===== config.mk =====
export PLATFORM = sky130hd
export DESIGN_NAME = axi_rd_arbiter_flat
export DESIGN_NICKNAME = d
export VERILOG_FILES = /design/src/rtl/axi_rd_arbiter_if.sv /design/src/rtl/axi_rd_arbiter.sv /design/src/flat_wrapper.sv
export SDC_FILE = /design/constraint.sdc
export NUM_CORES = 1
export LEC_CHECK = 0
export BUFFER_PORTS_ARGS = -buffer_cell sky130_fd_sc_hd__buf_2
export CAP_MARGIN = 15
export CORE_AREA = 4 4 108 110
export DETAILED_ROUTE_END_ITERATION = 8
export DIE_AREA = 0 0 112 114
export HOLD_SLACK_MARGIN = 0.05
export PLACE_DENSITY = 0.75
export SLEW_MARGIN = 20
export SYNTH_ARGS = -nofsm -noshare
export SYNTH_HDL_FRONTEND = slang
export SYNTH_SLANG_ARGS = --single-unit
export TNS_END_PERCENT = 30

===== constraint.sdc =====
create_clock -name clock -period 1.8 [get_ports clock]
set_clock_uncertainty 0.15 [all_clocks]
set_input_delay 0.09 -clock clock [delete_from_list [all_inputs] [get_ports clock]]
set_output_delay 0.09 -clock clock [all_outputs]
set_load 0.01 [all_outputs]

===== src/rtl/axi_rd_arbiter_if.sv =====
// Bus bundle around axi_rd_arbiter: the IC and DC read-miss ports, the shared
// R data returned to both caches, and the downstream AXI4 read master (AR/R).
// modport master : the arbiter's view (it masters the downstream AXI port).
// modport slave  : the environment's view (caches plus the AXI memory model).
interface axi_rd_arbiter_if #(
    parameter int ADDR_W = 32,
    parameter int DATA_W = 64
);
    logic              ic_arvalid;
    logic              ic_arready;
    logic [ADDR_W-1:0] ic_araddr;
    logic [7:0]        ic_arlen;
    logic              ic_rvalid;
    logic              ic_rready;
    logic              ic_rlast;

    logic              dc_arvalid;
    logic              dc_arready;
    logic [ADDR_W-1:0] dc_araddr;
    logic [7:0]        dc_arlen;
    logic              dc_rvalid;
    logic              dc_rready;
    logic              dc_rlast;

    logic [DATA_W-1:0] up_rdata;
    logic [1:0]        up_rresp;

    logic              ax_arvalid;
    logic              ax_arready;
    logic [ADDR_W-1:0] ax_araddr;
    logic [7:0]        ax_arlen;
    logic [2:0]        ax_arsize;
    logic [1:0]        ax_arburst;
    logic [3:0]        ax_arid;
    logic              ax_rvalid;
    logic              ax_rready;
    logic [DATA_W-1:0] ax_rdata;
    logic [1:0]        ax_rresp;
    logic              ax_rlast;
    logic [3:0]        ax_rid;

    modport master (
        input  ic_arvalid, ic_araddr, ic_arlen, ic_rready,
        output ic_arready, ic_rvalid, ic_rlast,
        input  dc_arvalid, dc_araddr, dc_arlen, dc_rready,
        output dc_arready, dc_rvalid, dc_rlast,
        output up_rdata, up_rresp,
        output ax_arvalid, ax_araddr, ax_arlen, ax_arsize, ax_arburst, ax_arid,
        input  ax_arready,
        input  ax_rvalid, ax_rdata, ax_rresp, ax_rlast, ax_rid,
        output ax_rready
    );

    modport slave (
        output ic_arvalid, ic_araddr, ic_arlen, ic_rready,
        input  ic_arready, ic_rvalid, ic_rlast,
        output dc_arvalid, dc_araddr, dc_arlen, dc_rready,
        input  dc_arready, dc_rvalid, dc_rlast,
        input  up_rdata, up_rresp,
        input  ax_arvalid, ax_araddr, ax_arlen, ax_arsize, ax_arburst, ax_arid,
        output ax_arready,
        output ax_rvalid, ax_rdata, ax_rresp, ax_rlast, ax_rid,
        input  ax_rready
    );
endinterface


===== src/rtl/axi_rd_arbiter.sv =====
// axi_rd_arbiter: shares one AXI4 read channel between the I-cache and the
// D-cache. A grant is held for a whole burst, AR accept through rlast.
// Build option: define AXI_RD_ARB_RR_EN for round-robin on ties; otherwise
// DC always wins a tie.
//
// state | meaning
// ------+----------------------------------------------------------
// IDLE  | no burst owned; pick a winner when any arvalid is high
// AR    | ax_arvalid held with latched addr/len/id until ax_arready
// R     | R beats routed to the owner until the beat with ax_rlast
module axi_rd_arbiter #(
    parameter int         ADDR_W = 32,
    parameter int         DATA_W = 64,
    parameter logic [3:0] ID_IC  = 4'd0,
    parameter logic [3:0] ID_DC  = 4'd1
) (
    input  logic                clock,
    input  logic                rst_n,
    axi_rd_arbiter_if.master    bus,
    output logic                err
);
    typedef enum logic [1:0] {S_IDLE, S_AR, S_R} state_t;

    state_t            state_q;
    logic              gnt_ic_q;      // owner of the current/last burst, 1 = IC
    logic              ic_arready_q;
    logic              dc_arready_q;
    logic              ax_arvalid_q;
    logic [ADDR_W-1:0] araddr_q;
    logic [7:0]        arlen_q;
    logic [3:0]        arid_q;
    logic [7:0]        beat_q;
    logic              err_q;

    logic              in_r;
    logic              beat;
    logic              win_ic;
    logic              err_d;
    logic              own_rready;
    logic [DATA_W-1:0] rdata_w;

    assign in_r       = (state_q == S_R);
    assign own_rready = gnt_ic_q ? bus.ic_rready : bus.dc_rready;
    assign beat       = in_r && bus.ax_rvalid && own_rready;

`ifdef AXI_RD_ARB_RR_EN
    // On a tie the requester that did not own the last burst wins.
    assign win_ic = bus.ic_arvalid && (!bus.dc_arvalid || !gnt_ic_q);
`else
    assign win_ic = bus.ic_arvalid && !bus.dc_arvalid;
`endif

    // Sticky protocol error: stray R beats, early/late rlast, wrong rid.
    always_comb begin
        err_d = err_q;
        if (bus.ax_rvalid && !in_r)
            err_d = 1'b1;
        if (beat && ((bus.ax_rlast && (beat_q != arlen_q)) ||
                     (!bus.ax_rlast && (beat_q == arlen_q)) ||
                     (bus.ax_rid != arid_q)))
            err_d = 1'b1;
    end

    // Arbitration FSM with registered arready pulses and AR fields.
    always_ff @(posedge clock or negedge rst_n) begin
        if (!rst_n) begin
            state_q      <= S_IDLE;
            gnt_ic_q     <= 1'b0;
            ic_arready_q <= 1'b0;
            dc_arready_q <= 1'b0;
            ax_arvalid_q <= 1'b0;
            araddr_q     <= '0;
            arlen_q      <= '0;
            arid_q       <= '0;
            beat_q       <= '0;
            err_q        <= 1'b0;
        end else begin
            ic_arready_q <= 1'b0;
            dc_arready_q <= 1'b0;
            err_q        <= err_d;
            case (state_q)
                S_IDLE: begin
                    if (bus.ic_arvalid || bus.dc_arvalid) begin
                        gnt_ic_q     <= win_ic;
                        ic_arready_q <= win_ic;
                        dc_arready_q <= !win_ic;
                        araddr_q     <= win_ic ? bus.ic_araddr : bus.dc_araddr;
                        arlen_q      <= win_ic ? bus.ic_arlen : bus.dc_arlen;
                        arid_q       <= win_ic ? ID_IC : ID_DC;
                        beat_q       <= '0;
                        ax_arvalid_q <= 1'b1;
                        state_q      <= S_AR;
                    end
                end
                S_AR: begin
                    if (bus.ax_arready) begin
                        ax_arvalid_q <= 1'b0;
                        state_q      <= S_R;
                    end
                end
                S_R: begin
                    if (beat) begin
                        if (bus.ax_rlast)
                            state_q <= S_IDLE;
                        else
                            beat_q <= beat_q + 8'd1;
                    end
                end
                default: state_q <= S_IDLE;
            endcase
        end
    end

    assign rdata_w        = bus.ax_rdata;
    assign bus.up_rdata   = rdata_w;
    assign bus.up_rresp   = bus.ax_rresp;

    assign bus.ic_arready = ic_arready_q;
    assign bus.dc_arready = dc_arready_q;
    assign bus.ic_rvalid  = in_r && gnt_ic_q && bus.ax_rvalid;
    assign bus.ic_rlast   = in_r && gnt_ic_q && bus.ax_rlast;
    assign bus.dc_rvalid  = in_r && !gnt_ic_q && bus.ax_rvalid;
    assign bus.dc_rlast   = in_r && !gnt_ic_q && bus.ax_rlast;

    assign bus.ax_arvalid = ax_arvalid_q;
    assign bus.ax_araddr  = araddr_q;
    assign bus.ax_arlen   = arlen_q;
    assign bus.ax_arsize  = 3'b011;
    assign bus.ax_arburst = 2'b01;
    assign bus.ax_arid    = arid_q;
    assign bus.ax_rready  = in_r && own_rready;

    assign err = err_q;
endmodule

===== src/flat_wrapper.sv =====
// flat-port wrapper written by rule: the top's interface ports become plain ports
module axi_rd_arbiter_flat 
#(
    parameter int         ADDR_W = 32,
    parameter int         DATA_W = 64,
    parameter logic [3:0] ID_IC  = 4'd0,
    parameter logic [3:0] ID_DC  = 4'd1
)
  (clock, rst_n, err, bus_ic_arvalid, bus_ic_araddr, bus_ic_arlen, bus_ic_rready, bus_ic_arready, bus_ic_rvalid, bus_ic_rlast, bus_dc_arvalid, bus_dc_araddr, bus_dc_arlen, bus_dc_rready, bus_dc_arready, bus_dc_rvalid, bus_dc_rlast, bus_up_rdata, bus_up_rresp, bus_ax_arvalid, bus_ax_araddr, bus_ax_arlen, bus_ax_arsize, bus_ax_arburst, bus_ax_arid, bus_ax_arready, bus_ax_rvalid, bus_ax_rdata, bus_ax_rresp, bus_ax_rlast, bus_ax_rid, bus_ax_rready);
  axi_rd_arbiter_if #(.ADDR_W(ADDR_W), .DATA_W(DATA_W)) bus_i ();
  input  logic clock;
  input  logic rst_n;
  output logic err;
  input wire logic [$bits(bus_i.ic_arvalid)-1:0] bus_ic_arvalid;
  input wire logic [$bits(bus_i.ic_araddr)-1:0] bus_ic_araddr;
  input wire logic [$bits(bus_i.ic_arlen)-1:0] bus_ic_arlen;
  input wire logic [$bits(bus_i.ic_rready)-1:0] bus_ic_rready;
  output wire logic [$bits(bus_i.ic_arready)-1:0] bus_ic_arready;
  output wire logic [$bits(bus_i.ic_rvalid)-1:0] bus_ic_rvalid;
  output wire logic [$bits(bus_i.ic_rlast)-1:0] bus_ic_rlast;
  input wire logic [$bits(bus_i.dc_arvalid)-1:0] bus_dc_arvalid;
  input wire logic [$bits(bus_i.dc_araddr)-1:0] bus_dc_araddr;
  input wire logic [$bits(bus_i.dc_arlen)-1:0] bus_dc_arlen;
  input wire logic [$bits(bus_i.dc_rready)-1:0] bus_dc_rready;
  output wire logic [$bits(bus_i.dc_arready)-1:0] bus_dc_arready;
  output wire logic [$bits(bus_i.dc_rvalid)-1:0] bus_dc_rvalid;
  output wire logic [$bits(bus_i.dc_rlast)-1:0] bus_dc_rlast;
  output wire logic [$bits(bus_i.up_rdata)-1:0] bus_up_rdata;
  output wire logic [$bits(bus_i.up_rresp)-1:0] bus_up_rresp;
  output wire logic [$bits(bus_i.ax_arvalid)-1:0] bus_ax_arvalid;
  output wire logic [$bits(bus_i.ax_araddr)-1:0] bus_ax_araddr;
  output wire logic [$bits(bus_i.ax_arlen)-1:0] bus_ax_arlen;
  output wire logic [$bits(bus_i.ax_arsize)-1:0] bus_ax_arsize;
  output wire logic [$bits(bus_i.ax_arburst)-1:0] bus_ax_arburst;
  output wire logic [$bits(bus_i.ax_arid)-1:0] bus_ax_arid;
  input wire logic [$bits(bus_i.ax_arready)-1:0] bus_ax_arready;
  input wire logic [$bits(bus_i.ax_rvalid)-1:0] bus_ax_rvalid;
  input wire logic [$bits(bus_i.ax_rdata)-1:0] bus_ax_rdata;
  input wire logic [$bits(bus_i.ax_rresp)-1:0] bus_ax_rresp;
  input wire logic [$bits(bus_i.ax_rlast)-1:0] bus_ax_rlast;
  input wire logic [$bits(bus_i.ax_rid)-1:0] bus_ax_rid;
  output wire logic [$bits(bus_i.ax_rready)-1:0] bus_ax_rready;
  assign bus_i.ic_arvalid = bus_ic_arvalid;
  assign bus_i.ic_araddr = bus_ic_araddr;
  assign bus_i.ic_arlen = bus_ic_arlen;
  assign bus_i.ic_rready = bus_ic_rready;
  assign bus_ic_arready = bus_i.ic_arready;
  assign bus_ic_rvalid = bus_i.ic_rvalid;
  assign bus_ic_rlast = bus_i.ic_rlast;
  assign bus_i.dc_arvalid = bus_dc_arvalid;
  assign bus_i.dc_araddr = bus_dc_araddr;
  assign bus_i.dc_arlen = bus_dc_arlen;
  assign bus_i.dc_rready = bus_dc_rready;
  assign bus_dc_arready = bus_i.dc_arready;
  assign bus_dc_rvalid = bus_i.dc_rvalid;
  assign bus_dc_rlast = bus_i.dc_rlast;
  assign bus_up_rdata = bus_i.up_rdata;
  assign bus_up_rresp = bus_i.up_rresp;
  assign bus_ax_arvalid = bus_i.ax_arvalid;
  assign bus_ax_araddr = bus_i.ax_araddr;
  assign bus_ax_arlen = bus_i.ax_arlen;
  assign bus_ax_arsize = bus_i.ax_arsize;
  assign bus_ax_arburst = bus_i.ax_arburst;
  assign bus_ax_arid = bus_i.ax_arid;
  assign bus_i.ax_arready = bus_ax_arready;
  assign bus_i.ax_rvalid = bus_ax_rvalid;
  assign bus_i.ax_rdata = bus_ax_rdata;
  assign bus_i.ax_rresp = bus_ax_rresp;
  assign bus_i.ax_rlast = bus_ax_rlast;
  assign bus_i.ax_rid = bus_ax_rid;
  assign bus_ax_rready = bus_i.ax_rready;
  axi_rd_arbiter #(.ADDR_W(ADDR_W), .DATA_W(DATA_W), .ID_IC(ID_IC), .ID_DC(ID_DC)) u_core (.clock(clock), .rst_n(rst_n), .bus(bus_i), .err(err));
endmodule

==> out/qor_table.md, run 1 <==
| Parameter | Value | Unit |
| --- | --- | --- |
| Status | stopped before the end | - |
| Stopped at | clock tree synthesis | - |
| First Error | [ERROR RSZ-0060] Max buffer count reached. | - |
| HPWL after DPL | 6425 | um |
| Cts repair resizes | 3 | - |
| Maximum buffer depth of the clock tree | 2 | - |
| Weighted congestion reported at the end of routability-driven placement | 0.7701 | - |
| Warning count from the yosys run | 0 | - |
| Hold buffer count at cts | 115 | - |
| Share of flip-flops with an asynchronous set or reset | 100.0 | % |
| Post-Synthesis Mean Instance Area | 9.098 | um2 |
| I/O pins | 283 | - |
| Number of cell rows | 38 | - |
| Share of synthesized area occupied by flip-flops and latches | 44.52 | % |
| Synthesized netlist cell count | 346 | - |
| Unique cell type count in the Yosys netlist | 34 | - |
| Number of synthesized register bits | 56 | - |
| Number of buffers added by the clock tree synthesis step | 5 | - |
| # H-tree levels | 2 | - |
| Pre-CTS worst setup slack | -0.07358 | ns |
| Post-CTS setup buffers | 3 | - |
| Most used flip-flop cell after synthesis | sky130_fd_sc_hd__dfrtp_1 | - |
| Die W | 112 | um |
| CTS root buf | sky130_fd_sc_hd__clkbuf_8 | - |
| Effective utilization at floorplan | 29.43 | % |
| Number of sinks driven by the clock tree | 56 | - |
| EDFF count, synth | 0 | - |
| Die Height | 114 | um |
| Combined area of all synthesized cells | 3148 | um2 |
| Number of input and output port buffers inserted | 142 | - |
-- through the flow --
| step | cells | area [um2] | setup TNS, ns | util [%] |
|---|---|---|---|---|
| floorplan | 352 | 3173 | -0.004870 | - |
| global placement | 562 | 3620 | -0.01798 | 33.84 |
| detailed placement | 562 | 3620 | -0.1116 | 33.84 |
-- synth_stat cells (2+ instances only) --
cell / instances / area, um2
sky130_fd_sc_hd__nand2_1: 81 / 304.0
sky130_fd_sc_hd__buf_4: 75 / 563.0
sky130_fd_sc_hd__dfrtp_1: 56 / 1401
sky130_fd_sc_hd__a22oi_1: 33 / 247.7
sky130_fd_sc_hd__o21ai_0: 15 / 75.07
sky130_fd_sc_hd__clkbuf_1: 12 / 45.04
sky130_fd_sc_hd__xor2_1: 9 / 78.83
sky130_fd_sc_hd__mux2i_1: 8 / 80.08
sky130_fd_sc_hd__a21oi_1: 7 / 35.03
sky130_fd_sc_hd__nor2_1: 7 / 26.28
sky130_fd_sc_hd__or3_1: 4 / 25.02
sky130_fd_sc_hd__and2_1: 3 / 18.77
sky130_fd_sc_hd__buf_2: 3 / 15.01
sky130_fd_sc_hd__inv_1: 3 / 11.26
sky130_fd_sc_hd__o31ai_1: 3 / 22.52
sky130_fd_sc_hd__or4_1: 3 / 22.52
sky130_fd_sc_hd__and3_1: 2 / 12.51
sky130_fd_sc_hd__conb_1: 2 / 7.510
sky130_fd_sc_hd__nor2b_1: 2 / 12.51
sky130_fd_sc_hd__nor3_1: 2 / 10.01
sky130_fd_sc_hd__nor4_1: 2 / 12.51
sky130_fd_sc_hd__or2b_1: 2 / 15.01
-- cells by family after synthesis --
logic type      synth area share (%)
xor+xnor                       2.504
flops                          44.51
buf+inv                        20.15
mux                            2.544
fa+ha+maj                     0.3974
other cells                   0.2386
compound gates                 13.71
simple gates                   15.94
==> inputs of run 2 (changes only) <==
Settings changed: CORE_AREA 4 4 108 110 to 4 4 109 111, DIE_AREA 0 0 112 114 to 0 0 113 115, HOLD_SLACK_MARGIN 0.05 to default, PLACE_DENSITY 0.75 to default, PLACE_DENSITY_LB_ADDON from default to 0.15.
Clock period 1.8 ns to 2.3 ns, I/O delays scaled along.
==> out/qor_table.md, run 2 <==
| Parameter | Value | Unit | Delta |
| --- | --- | --- | --- |
| Status | completed | - |  |
| Number of fill cells in the layout | 1053 | - |  |
| Data required, critical path | 2.40 | ns |  |
| Die Height | 115 | um | +0.88% |
| Share of synthesized area occupied by flip-flops and latches | 44.52 | % | unchanged |
| Reported max-cap violation count | 0 | - |  |
| Final hold violations | 0 | - |  |
| P per Cell Area | 1057 | nW/um2 |  |
| List of most frequent post-synthesis cells | 81 x sky130_fd_sc_hd__nand2_1, 75 x sky130_fd_sc_hd__buf_4, 56 x sky130_fd_sc_hd__dfrtp_1, 33 x sky130_fd_sc_hd__a22oi_1, 15 x sky130_fd_sc_hd__o21ai_0 | - |  |
| Total routing resource utilization after global routing | 14.02 | % |  |
| Unrepaired setup endpoints after global routing | false | - |  |
| Share of flip-flops with an asynchronous set or reset | 100.0 | % | unchanged |
| Final setup vio count | 0 | - |  |
| Number of cell rows | 38 | - | unchanged |
| Area taken by multi-input logic gates | 1164 | um2 |  |
| Number of global-route vias before repair | 2949 | - |  |
| Critical register-to-register path startpoint | u_core.state_q[1] | - |  |
| Library cell with the highest instance count after synthesis | sky130_fd_sc_hd__nand2_1 | - |  |
| CP cell instances | nor2_4 -> and2_2 -> buf_12 -> a22oi_1 -> nand2_1 -> dlygate4sd3_1 | - |  |
| Critical path type | register to register | - |  |
| Average routed wire per standard cell | 14.53 | um |  |
| CTS tree | done | - |  |
| Maximum number of pins on one net before global-route repair | 57 | - |  |
| Commonest non-fill, non-tap cells in the layout | 142 x sky130_fd_sc_hd__buf_2, 83 x sky130_fd_sc_hd__dlygate4sd3_1, 81 x sky130_fd_sc_hd__nand2_1 | - |  |
| Final instance area | 4484 | um2 |  |
| Category of the worst setup path capture point | register | - |  |
| Synth-to-layout area growth | 42.45 | % |  |
| Number of sinks driven by the clock tree | 56 | - | unchanged |
| Source-to-sink clock delay at the later pin of the worst-skew pair | 0.30 | ns |  |
| DRT iter0 DRCs | 122 | - |  |
| Number of synthesized register bits | 56 | - | unchanged |
| Number of buffers added by the clock tree synthesis step | 5 | - | unchanged |
| HPWL after DPL | 6212 | um | -3.3% |
| Critical hold path startpoint | bus_ic_arvalid | - |  |
| Weighted congestion reported at the end of routability-driven placement | 0.7756 | - | +0.71% |
| Total leakage power | 2.300 | nW |  |
| Total buffers and inverters traversed by the critical path | 2 | - |  |
| Post-Synthesis Mean Instance Area | 9.098 | um2 | unchanged |
| Seq. cell area | 1403 | um2 |  |
| CTS clk-pin slew, worst paths | 0.10 | ns |  |
| Die W | 113 | um | +0.89% |
| Highest net fanout along the worst path | 34 | - |  |
| Number of input and output port buffers inserted | 142 | - | unchanged |
| Std-Cell Core Area | 10790 | um2 |  |
| Overall overflow remaining after global route | 0 | - |  |
| Slew at the pin closest to its max-slew limit | 0.5677 | ns |  |
| Flip-flop count of the largest register, all copies and words added | 32 | - |  |
| Layout net count | 661 | - |  |
| Total power | 4.738 | mW |  |
| Number of antenna violations at the first check in global routing | 0 | - |  |
| Post-Route WL | 9329 | um |  |
| Wire length of the first global-routing pass | 14630 | um |  |
| Nature of the critical path startpoint | register | - |  |
| Drt first pass iters | 4 | - |  |
| First element of the critical path | u_core.state_q[1] | - |  |
| Layout cell share with drive strength beyond 1 | 32.27 | % |  |
| Post-Place Cell Area | 3527 | um2 | -2.6% |
| Die area | 13000 | um2 |  |
| Unique cell type count in the Yosys netlist | 34 | - | unchanged |
| Max Transition Viols Final | 0 | - |  |
| Peak supply drop | 0.4544 | mV |  |
| Synthesized netlist cell count | 346 | - | unchanged |
| Combined area of all synthesized cells | 3148 | um2 | unchanged |
| Cell family with most CP delay | buffers and inverters | - |  |
| Top cells by area in the synthesized netlist | sky130_fd_sc_hd__dfrtp_1 45%, sky130_fd_sc_hd__buf_4 18%, sky130_fd_sc_hd__nand2_1 9.7%, sky130_fd_sc_hd__a22oi_1 7.9%, sky130_fd_sc_hd__mux2i_1 2.5% | - |  |
| Total via count in the routed design | 2930 | - |  |
| Count of unresolved DRC violations after routing | 0 | - |  |
| Most used flip-flop cell after synthesis | sky130_fd_sc_hd__dfrtp_1 | - |  |
| Maximum operating frequency | 0.4713 | GHz |  |
| Synth top area share | 44.52 | % | unchanged |
| Post-CTS setup buffers | 0 | - | -3 |
| Antenna-violating nets left | 0 | - |  |
| Post-route setup TNS | 0 | ns |  |
| Warning count from the yosys run | 0 | - | unchanged |
| Delay of the slowest cell on the worst path | 0.55 | ns |  |
| Slowest cell on crit path | sky130_fd_sc_hd__dlygate4sd3_1 | - |  |
| Effective utilization at floorplan | 29.17 | % | -0.26 points |
| Class of the worst hold path | input port to register | - |  |
| EDFF count, synth | 0 | - | unchanged |
| Maximum buffer depth of the clock tree | 2 | - | unchanged |
| CTS root buf | sky130_fd_sc_hd__clkbuf_8 | - |  |
| Number of vias per cell | 4.564 | - |  |
| Final critical-path required period | 2.122 | ns |  |
| Rel. slew slack | 62.08 | % |  |
| # H-tree levels | 2 | - | unchanged |
| Part of the cycle the worst path needs | 92.26 | % |  |
| Inserted Diodes | 0 | - |  |
| I/O pins | 283 | - | unchanged |
| Most common cell after layout, fill and taps aside | sky130_fd_sc_hd__buf_2 | - |  |
| Cell taking the most area after synthesis | sky130_fd_sc_hd__dfrtp_1 | - |  |
| Arrival time of data at the critical path endpoint | 2.22 | ns |  |
-- run 2: report_power, final --
group,switching [mW],total [mW],leakage [nW],internal (mW)
clock,0.319,0.643,0.0552,0.324
sequential,0.331,1.72,0.699,1.39
combinational,1.10,2.37,1.55,1.27
total,1.75,4.74,2.30,2.99
-- run 2: worst paths after layout --
| path | endpoint | slack, ns | cells past startpoint |
|---|---|---|---|
| max | u_core.bus.ax_araddr[27] | 0.18 | 6 |
| min in group asynchronous | u_core.bus.ax_arlen[6] | 0.18 | 3 |
| max in group asynchronous | u_core.bus.ax_araddr[31] | 1.55 | 3 |
| min reg2reg | u_core.bus.ax_araddr[31] | 0.34 | 2 |
| max reg2reg | u_core.bus.ax_araddr[27] | 0.18 | 6 |
| min | u_core.state_q[0] | 0.04 | 3 |
-- run 2: metal layers --
metal | vias to the layer above | part of all wire, % | GRT usage (%)
met3 | 19 | 8.1 | 3.789
met1 | 1376 | 43 | 17.46
met4 | 0 | 1.5 | 4.487
li1 | 1392 | - | -
met2 | 143 | 47 | 23.74
met5 | - | 0 | 0
-- run 2: cells by family after synthesis --
family	after synthesis	share of synthesized area, %
and+or+nand+nor	114	15.94
buffers and inverters	93	20.15
other	2	0.2386
xor gates and xnor gates	9	2.504
DFF	56	44.51
muxes	8	2.544
adders and majority gates	1	0.3974
AOI/OAI and AO/OA	63	13.71
-- run 2: final cells by class --
cell class	count	area share, %
Sequential cell	56	31.28
Clock inverter	2	0.7813
Timing Repair Buffer	231	36.22
Multi-Input combinational cell	204	25.95
Inverter	3	0.2511
Tap cell	140	3.906
Clock buffer	6	1.618
-- run 2: metrics by stage --
step	cells	util (%)	hold WS, ns	worst slack (ns)
after floorplan	352	-	-0.3306	0.4293
after global placement	550	32.68	-0.001326	0.3531
after detailed placement	550	32.68	-0.002656	0.3013
after CTS	641	41.37	0.006478	0.03427
after global routing	642	41.55	0.07492	0.04357
final	642	41.55	0.04003	0.1780
-- run 2: repair_timing --
| action | CTS | global route |
|---|---|---|
| setup endpoints to repair | 0 | 33 |
| hold buffers | 83 | 0 |
| endpoints found under the hold margin | 99 | 0 |
| gates resized for setup | 0 | 4 |
-- run 2: tightest hold or removal path, cell delays in order --
cell	delay, ns
sky130_fd_sc_hd__buf_2	0.15
sky130_fd_sc_hd__nor3_1	0.14
sky130_fd_sc_hd__nor3b_1	0.06
No activity file was read; power rests on OpenSTA's default activity.
